===== config.mk =====
export PLATFORM = sky130hd
export DESIGN_NAME = maze_player_ctrl
export DESIGN_NICKNAME = d
export VERILOG_FILES = /design/src/rtl/maze_player_ctrl.sv
export SDC_FILE = /design/constraint.sdc
export NUM_CORES = 1
export LEC_CHECK = 0
export ABC_AREA = 1
export CAP_MARGIN = 0
export CORE_MARGIN = 2
export CORE_UTILIZATION = 50
export CTS_CLUSTER_SIZE = 28
export DETAILED_ROUTE_END_ITERATION = 7
export GPL_TIMING_DRIVEN = 1
export MAX_ROUTING_LAYER = met4
export PLACE_DENSITY = 0.92
export RECOVER_POWER = 25
export SETUP_SLACK_MARGIN = 0.1
export SLEW_MARGIN = 40
export SYNTH_ARGS = -nofsm -noshare
export SYNTH_HDL_FRONTEND = slang
export SYNTH_SLANG_ARGS = --single-unit

===== constraint.sdc =====
create_clock -name i_clk -period 2.15 [get_ports i_clk]
set_clock_uncertainty 0.1 [all_clocks]
set_input_delay 0.43 -clock i_clk [delete_from_list [all_inputs] [get_ports i_clk]]
set_output_delay 0.43 -clock i_clk [all_outputs]
set_load 0.02 [all_outputs]

===== src/rtl/maze_player_ctrl.sv =====
// Maze game player controller: owns cell position, lives and freeze countdown, and sequences
// the sprite erase / obstacle lookup / move / redraw cycle on every frame tick.
module maze_player_ctrl #(
    parameter int unsigned X_W          = 8,
    parameter int unsigned Y_W          = 7,
    parameter int unsigned MAX_X        = 39,
    parameter int unsigned MAX_Y        = 29,
    parameter int unsigned START_X      = 0,
    parameter int unsigned START_Y      = 0,
    parameter int unsigned SPRITE       = 4,
    parameter int unsigned PX_W         = 10,
    parameter int unsigned PY_W         = 9,
    parameter int unsigned LIVES        = 3,
    parameter int unsigned FREEZE_TICKS = 8
) (
    input  logic           i_clk,
    input  logic           i_reset,
    input  logic           i_tick,
    input  logic [2:0]     i_move,
    output logic           o_obs_req,
    output logic [X_W-1:0] o_obs_x,
    output logic [Y_W-1:0] o_obs_y,
    input  logic           i_obs_valid,
    input  logic [2:0]     i_obs_type,
    output logic           o_plot,
    output logic [PX_W-1:0] o_px,
    output logic [PY_W-1:0] o_py,
    output logic [1:0]     o_color,
    output logic [X_W-1:0] o_pos_x,
    output logic [Y_W-1:0] o_pos_y,
    output logic [3:0]     o_lives,
    output logic           o_won,
    output logic           o_game_over,
    output logic [3:0]     o_state_cur
);

    localparam int unsigned CW = (SPRITE > 1) ? $clog2(SPRITE) : 1;
    localparam int unsigned FW = $clog2(FREEZE_TICKS + 1);
    localparam logic [CW-1:0] LAST_PIX = CW'(SPRITE - 1);

    typedef enum logic [3:0] {
        StInit     = 4'd0,
        StWaitTick = 4'd1,
        StErase    = 4'd2,
        StLookup   = 4'd3,
        StWaitObs  = 4'd4,
        StDecide   = 4'd5,
        StMove     = 4'd6,
        StRestart  = 4'd7,
        StFrozen   = 4'd8,
        StDraw     = 4'd9,
        StWin      = 4'd10,
        StOver     = 4'd11
    } state_e;

    state_e          r_state;
    state_e          w_state_d;
    logic [CW-1:0]   r_col;
    logic [CW-1:0]   r_row;
    logic            r_swept;
    logic [2:0]      r_move;
    logic [2:0]      r_obs_type;
    logic [FW-1:0]   r_frz_cnt;
    logic [X_W-1:0]  r_pos_x;
    logic [Y_W-1:0]  r_pos_y;
    logic [3:0]      r_lives;
    logic            r_won;
    logic            r_game_over;

    logic            w_sweep;
    logic            w_last_pix;
    logic            w_tgt_ok;
    logic [X_W-1:0]  w_tgt_x;
    logic [Y_W-1:0]  w_tgt_y;
    logic [PX_W-1:0] w_px;
    logic [PY_W-1:0] w_py;

    // FROZEN and WIN paint their sprite once, then sit with plot low.
    always_comb begin
        w_sweep = 1'b0;
        unique case (r_state)
            StErase, StDraw:  w_sweep = 1'b1;
            StFrozen, StWin:  w_sweep = !r_swept;
            default:          w_sweep = 1'b0;
        endcase
    end

    assign w_last_pix = (r_col == LAST_PIX) && (r_row == LAST_PIX);

    // Target cell; pos is stable from LOOKUP through MOVE, so this doubles as the held obs_x/y.
    always_comb begin
        w_tgt_x  = r_pos_x;
        w_tgt_y  = r_pos_y;
        w_tgt_ok = 1'b0;
        case (r_move)
            3'd1: if (r_pos_x != '0) begin
                w_tgt_x  = r_pos_x - 1'b1;
                w_tgt_ok = 1'b1;
            end
            3'd2: if (r_pos_x != X_W'(MAX_X)) begin
                w_tgt_x  = r_pos_x + 1'b1;
                w_tgt_ok = 1'b1;
            end
            3'd3: if (r_pos_y != '0) begin
                w_tgt_y  = r_pos_y - 1'b1;
                w_tgt_ok = 1'b1;
            end
            3'd4: if (r_pos_y != Y_W'(MAX_Y)) begin
                w_tgt_y  = r_pos_y + 1'b1;
                w_tgt_ok = 1'b1;
            end
            default: w_tgt_ok = 1'b0;
        endcase
    end

    always_comb begin
        w_state_d = r_state;
        unique case (r_state)
            StInit:     w_state_d = StWaitTick;
            StWaitTick: if (i_tick) w_state_d = StErase;
            StErase:    if (w_last_pix) w_state_d = StLookup;
            StLookup:   w_state_d = w_tgt_ok ? StWaitObs : StDraw;
            StWaitObs:  if (i_obs_valid) w_state_d = StDecide;
            StDecide: begin
                case (r_obs_type)
                    3'd0, 3'd4: w_state_d = StMove;
                    3'd2:       w_state_d = StRestart;
                    3'd3:       w_state_d = StFrozen;
                    default:    w_state_d = StDraw;
                endcase
            end
            StMove:     w_state_d = (r_obs_type == 3'd4) ? StWin : StDraw;
            StRestart:  w_state_d = (r_lives == 4'd1) ? StOver : StDraw;
            StFrozen:   if (i_tick && r_frz_cnt == FW'(1)) w_state_d = StDraw;
            StDraw:     if (w_last_pix) w_state_d = StWaitTick;
            StWin:      w_state_d = StWin;
            StOver:     w_state_d = StOver;
            default:    w_state_d = StInit;
        endcase
    end

    always_ff @(posedge i_clk) begin
        if (i_reset) begin
            r_state     <= StInit;
            r_col       <= '0;
            r_row       <= '0;
            r_swept     <= 1'b0;
            r_move      <= '0;
            r_obs_type  <= '0;
            r_frz_cnt   <= '0;
            r_pos_x     <= X_W'(START_X);
            r_pos_y     <= Y_W'(START_Y);
            r_lives     <= 4'(LIVES);
            r_won       <= 1'b0;
            r_game_over <= 1'b0;
        end else begin
            r_state <= w_state_d;

            if ((w_state_d != r_state) || !w_sweep) begin
                r_col <= '0;
                r_row <= '0;
            end else if (r_col == LAST_PIX) begin
                r_col <= '0;
                r_row <= r_row + 1'b1;
            end else begin
                r_col <= r_col + 1'b1;
            end

            if (w_state_d != r_state) begin
                r_swept <= 1'b0;
            end else if (w_sweep && w_last_pix) begin
                r_swept <= 1'b1;
            end

            if (r_state == StErase && w_last_pix) begin
                r_move <= i_move;
            end

            if (r_state == StWaitObs && i_obs_valid) begin
                r_obs_type <= i_obs_type;
            end

            if (r_state == StDecide && r_obs_type == 3'd3) begin
                r_frz_cnt <= FW'(FREEZE_TICKS);
            end else if (r_state == StFrozen && i_tick && r_frz_cnt != '0) begin
                r_frz_cnt <= r_frz_cnt - 1'b1;
            end

            if (r_state == StMove) begin
                r_pos_x <= w_tgt_x;
                r_pos_y <= w_tgt_y;
                if (r_obs_type == 3'd4) begin
                    r_won <= 1'b1;
                end
            end

            if (r_state == StRestart) begin
                r_lives <= r_lives - 1'b1;
                if (r_lives == 4'd1) begin
                    r_game_over <= 1'b1;
                end else begin
                    r_pos_x <= X_W'(START_X);
                    r_pos_y <= Y_W'(START_Y);
                end
            end
        end
    end

    assign w_px = PX_W'(r_pos_x) * PX_W'(SPRITE) + PX_W'(r_col);
    assign w_py = PY_W'(r_pos_y) * PY_W'(SPRITE) + PY_W'(r_row);

    always_comb begin
        o_color = 2'd0;
        case (r_state)
            StFrozen: o_color = 2'd2;
            StDraw:   o_color = 2'd1;
            StWin:    o_color = 2'd3;
            default:  o_color = 2'd0;
        endcase
    end

    assign o_plot      = w_sweep;
    assign o_px        = w_sweep ? w_px : '0;
    assign o_py        = w_sweep ? w_py : '0;
    assign o_obs_req   = (r_state == StLookup) && w_tgt_ok;
    assign o_obs_x     = w_tgt_x;
    assign o_obs_y     = w_tgt_y;
    assign o_pos_x     = r_pos_x;
    assign o_pos_y     = r_pos_y;
    assign o_lives     = r_lives;
    assign o_won       = r_won;
    assign o_game_over = r_game_over;
    assign o_state_cur = r_state;

endmodule


==> run summary, run 1 <==
status: aborted with a tool error
stage reached: global routing (5_1_grt)
Log Error: [ERROR DPL-0038] Utilization greater than 100%, impossible to legalize
Initial Util: 52.3%
Mapped Nets: 472
PortBufs: 72
flops & latches, synth: 40
Post-synth EDFFs: 0
DIE WIDTH: 80.2 um
largest net degree at the start of global routing: 15
CTS sink count: 40
worst_ep kind: output port
FFs w/ async S/R, synth: 0%
Synthesis Warnings: 0
Avg Cell Area, Syn: 6.43 sq um
hpwl dp: 8110 um
clock tree buffer depth: 2
# hold bufs at CTS: 0
Top FF cell, synth: dfxtp_1
htree depth: 2
Die Ht: 80.2 um
post-placement cell count: 675
Netlist Area Pre-Place: 2900 sq um
row count: 27
post-GRT worst EP: o_obs_y[2]
I/O pin total: 73
Num CTS Buffers: 5
Yosys cell types: 37
post-synthesis cell count: 451
Root Buffer Master: clkbuf_8
sequential fraction of the synthesis area: 27.6%
area post-placement: 4550 sq um
Placer Congestion: 1.02
==> stage by stage <==
step | utilization, % | TNS, ps | hold slack, ps | worst slack (ps)
3_3_place_gp | 82.2 | -3510 | 328 | -243
2_1_floorplan | - | 0 | 317 | 90.3
4_1_cts | 93.0 | -1880 | 352 | -154
3_5_place_dp | 82.2 | -5690 | 335 | -355
==> synthesized netlist by cell type, types with 3 or more instances <==
master | n | share of area (%)
nand2_4 | 3 | 1.2
dfxtp_1 | 40 | 28
nand2_2 | 7 | 1.5
nor2_1 | 75 | 9.7
a31oi_1 | 5 | 1.1
xor2_1 | 13 | 3.9
nor2_2 | 5 | 1.1
inv_2 | 6 | 0.78
o21ai_0 | 36 | 6.2
a211oi_1 | 3 | 0.78
nand2_1 | 63 | 8.2
clkbuf_1 | 5 | 0.65
buf_6 | 3 | 1.2
ha_1 | 11 | 4.7
nor3_1 | 6 | 1.0
nor3_2 | 3 | 1.0
buf_2 | 3 | 0.52
inv_1 | 72 | 9.3
nand4_1 | 5 | 1.1
a21oi_1 | 37 | 6.4
nand3_1 | 26 | 4.5
==> timing repair <==
action,in CTS
buffers inserted,32
resized for setup,293
pin swaps,34
endpoints found under the setup margin,45
==> logic make-up after synthesis <==
group	share of synthesized area [%]
fa+ha+maj	4.75
simple gates	32.0
buf+inv	13.1
xor+xnor	4.23
flops	27.6
compound gates	18.3
==> inputs of run 2 (changes only) <==
--- a/config.mk
+++ b/config.mk
@@ -8,14 +8,11 @@
 export ABC_AREA = 1
 export CAP_MARGIN = 0
 export CORE_MARGIN = 2
-export CORE_UTILIZATION = 50
-export CTS_CLUSTER_SIZE = 28
+export CORE_UTILIZATION = 35
 export DETAILED_ROUTE_END_ITERATION = 7
 export GPL_TIMING_DRIVEN = 1
-export MAX_ROUTING_LAYER = met4
-export PLACE_DENSITY = 0.92
+export PLACE_DENSITY_LB_ADDON = 0.15
 export RECOVER_POWER = 25
-export SETUP_SLACK_MARGIN = 0.1
 export SLEW_MARGIN = 40
 export SYNTH_ARGS = -nofsm -noshare
 export SYNTH_HDL_FRONTEND = slang
==> run summary, run 2 <==
status: complete, but fails checks
violated checks: negative setup slack
most common cell after layout, fill and taps aside: buf_4
buffers and inverters on the worst path: 2
Yosys cell types: 37 (unchanged)
WP data required: 1620 ps
clk slew on worst S/H paths: 90 ps
Ant. Diodes: 0
Netlist Area Pre-Place: 2900 sq um (unchanged)
top post-synthesis cells by area: dfxtp_1 (28%), nor2_1 (9.7%), inv_1 (9.3%)
f_max: 0.442 GHz
CP arrival: 1730 ps
clock tree buffer depth: 2 (unchanged)
DR pass1 iterations: 4
compound-gate portion of the synthesized area: 18.3% (unchanged)
Synth area leader: dfxtp_1
Die Ht: 95.0 um (+19%)
final hold viol count: 0
power density over the cells: 297 nW/um^2
Top FF cell, synth: dfxtp_1
vias per cell: 4.82
HP Class: reg2reg
crit path max fanout: 5
Final Worst Setup Slack: -114 ps
FFs w/ async S/R, synth: 0% (unchanged)
post-route minimum period: 2260 ps
worst-skew pair later-pin latency: 300 ps
simple-gate share of the synthesized area: 32.0% (unchanged)
fraction of layout cells with a size suffix above 1: 49.5%
CP Capture Type: output port
cell mode on critical path: buf_6
row count: 33 (+22%)
htree depth: 2 (unchanged)
DR vias: 3714
final setup fails: 17
fin crit share: 105%
# DRC: 0
Setup CP Type: reg2out
post-synthesis xor/xnor area fraction: 4.23% (unchanged)
CP peak stage delay: 380 ps
DIE WIDTH: 95.0 um (+19%)
CTS sink count: 40 (unchanged)
largest net degree at the start of global routing: 19
Root Buffer Master: clkbuf_8
Initial Util: 35.7% (-17 points)
Post-synth EDFFs: 0 (unchanged)
Top Family by Delay on Critical Path: simple AND/OR/NAND/NOR gates
Critical Path, Cell by Cell: buf_6, nor2_1, nand4_1, nor3_2, a21oi_1, o21ai_1, nand3_1, buf_6
Slew Viols, Final: 0
total track usage: 22.8%
hpwl dp: 7340 um (-9.4%)
Mapped Nets: 472 (unchanged)
aggregate global routing overflow: 0
Num CTS Buffers: 5 (unchanged)
post-synthesis cell count: 451 (unchanged)
Avg Cell Area, Syn: 6.43 sq um (unchanged)
CP startpoint kind: flop
RSZ-0062 raised after global routing: yes
CTS tree: done
total die area: 9030 sq um
area post-placement: 4680 sq um (+2.8%)
Core ar.: 8130 sq um
WL/cell: 13.1 um
Post-Layout Inst Area: 5560 sq um
largest family of logic cells by synthesized area: simple AND/OR/NAND/NOR gates
max reg flops: 8
I/O pin total: 73 (unchanged)
fin util: 68.3%
Placer Congestion: 0.882 (-14%)
initial antenna violation count: 0
top-area cell type share of the netlist area: 27.6% (unchanged)
Post-synth top cells: nor2_1 (75), inv_1 (72), nand2_1 (63)
Area growth syn-to-layout: 91.6%
Filler Cell Count: 671
Synthesis Warnings: 0 (unchanged)
Rel. slew slack: 65.8%
flops & latches, synth: 40 (unchanged)
first-pass GRT wire length: 16300 um
slew of the pin with the lowest slew margin: 512 ps
top-count cell post-synth: nor2_1
max_cap viols: 0
Adder-Cell Fraction of Synth Area: 4.75% (unchanged)
slowest CP cell: dfxtp_4
1st-iter DRT viols: 154
leak pwr: 2.61 nW
mux share of post-synthesis cell area: 0% (unchanged)
vias in the first global route: 3493
drt total wl: 10100 um
most frequent cells in the layout: buf_4 (137), inv_1 (57), nand2_1 (50)
ANT nets after route: 0
Max VDD drop: 270 uV
Nets: 686
PortBufs: 72 (unchanged)
sequential fraction of the synthesis area: 27.6% (unchanged)
[run 2: cell counts after synthesis]
Identical to the previous run, type by type.
[run 2: layout make-up]
class                   count  area (sq um)  share of cell area [%]
clock buffers               5          68.8                    1.24
clock inverters             3          18.8                   0.338
inverters                  79           328                    5.90
multi-input cells         319          2250                    40.5
flip-flops and latches     40           847                    15.2
well taps                 105           131                    2.36
repair buffers            220          1910                    34.4
[run 2: layer usage]
metal,vias to the layer above,part of all wire (%),track usage (%)
met5,-,0,0
met4,0,2.1,8.57
met3,14,3.7,3.00
met2,99,51,39.4
met1,1719,43,29.0
li1,1882,-,-
[run 2: path summary, 6_finish.rpt]
| path | startpoint | end | slack (ps) | depth (start not counted) |
|---|---|---|---|---|
| worst max-delay path | o_pos_x[4]$_SDFF_PP0_ | o_obs_x[7] | -110 | 8 |
| worst min-delay path | r_col[0]$_SDFF_PP0_ | r_col[0]$_SDFF_PP0_ | 360 | 1 |
| worst max register to register | o_state_cur[2]$_SDFF_PP0_ | o_pos_y[2]$_SDFF_PP0_ | 50 | 11 |
| worst min register to register | r_col[0]$_SDFF_PP0_ | r_col[0]$_SDFF_PP0_ | 360 | 1 |
[run 2: where the power goes]
part / total [mW] / internal [mW] / leakage, nW / switching (mW)
logic: 0.368 / 0.175 / 2.23 / 0.193
clock network: 0.533 / 0.227 / 0.0479 / 0.306
registers: 0.748 / 0.738 / 0.333 / 0.0101
total: 1.65 / 1.14 / 2.61 / 0.509
[run 2: cell families (layout without fill, tap and decap cells)]
logic type,Yosys count,in the layout
simple gates,201,201
compound gates,93,93
buf+inv,92,307
flops,40,40
xor+xnor,14,14
fa+ha+maj,11,11
[run 2: worst reg2reg max path: stages, from the launching register on]
cell,delay (ps)
dfxtp_2,360
inv_4,50
buf_4,130
buf_4,140
nor2_4,150
nand2_1,170
inv_1,150
a21oi_1,100
inv_1,390
a21oi_1,90
o21ai_0,100
inv_1,50
[run 2: repair_timing]
action                                  in CTS  in global routing
resized for setup                          268                 91
endpoints found under the setup margin      39                 48
hold buffers                                 0                  0
gates cloned                                 1                  0
pin swaps                                   37                 44
endpoints found under the hold margin        0                  0
buffers inserted                            25                 15
[run 2: stage by stage]
stage               setup slack, ps  hold slack [ps]  std cells  TNS, ps  total power, mW
detailed placement             -373              351        725    -5730             1.07
global route                   -218              376        771    -4130             1.73
CTS                           -98.3              364        759     -954             1.65
floorplan                     -27.8              317        451    -46.8            0.929
global placement               -325              330        725    -4730             1.06
finish                         -114              363        771    -1010             1.65
(Power assumes the default switching activity.)
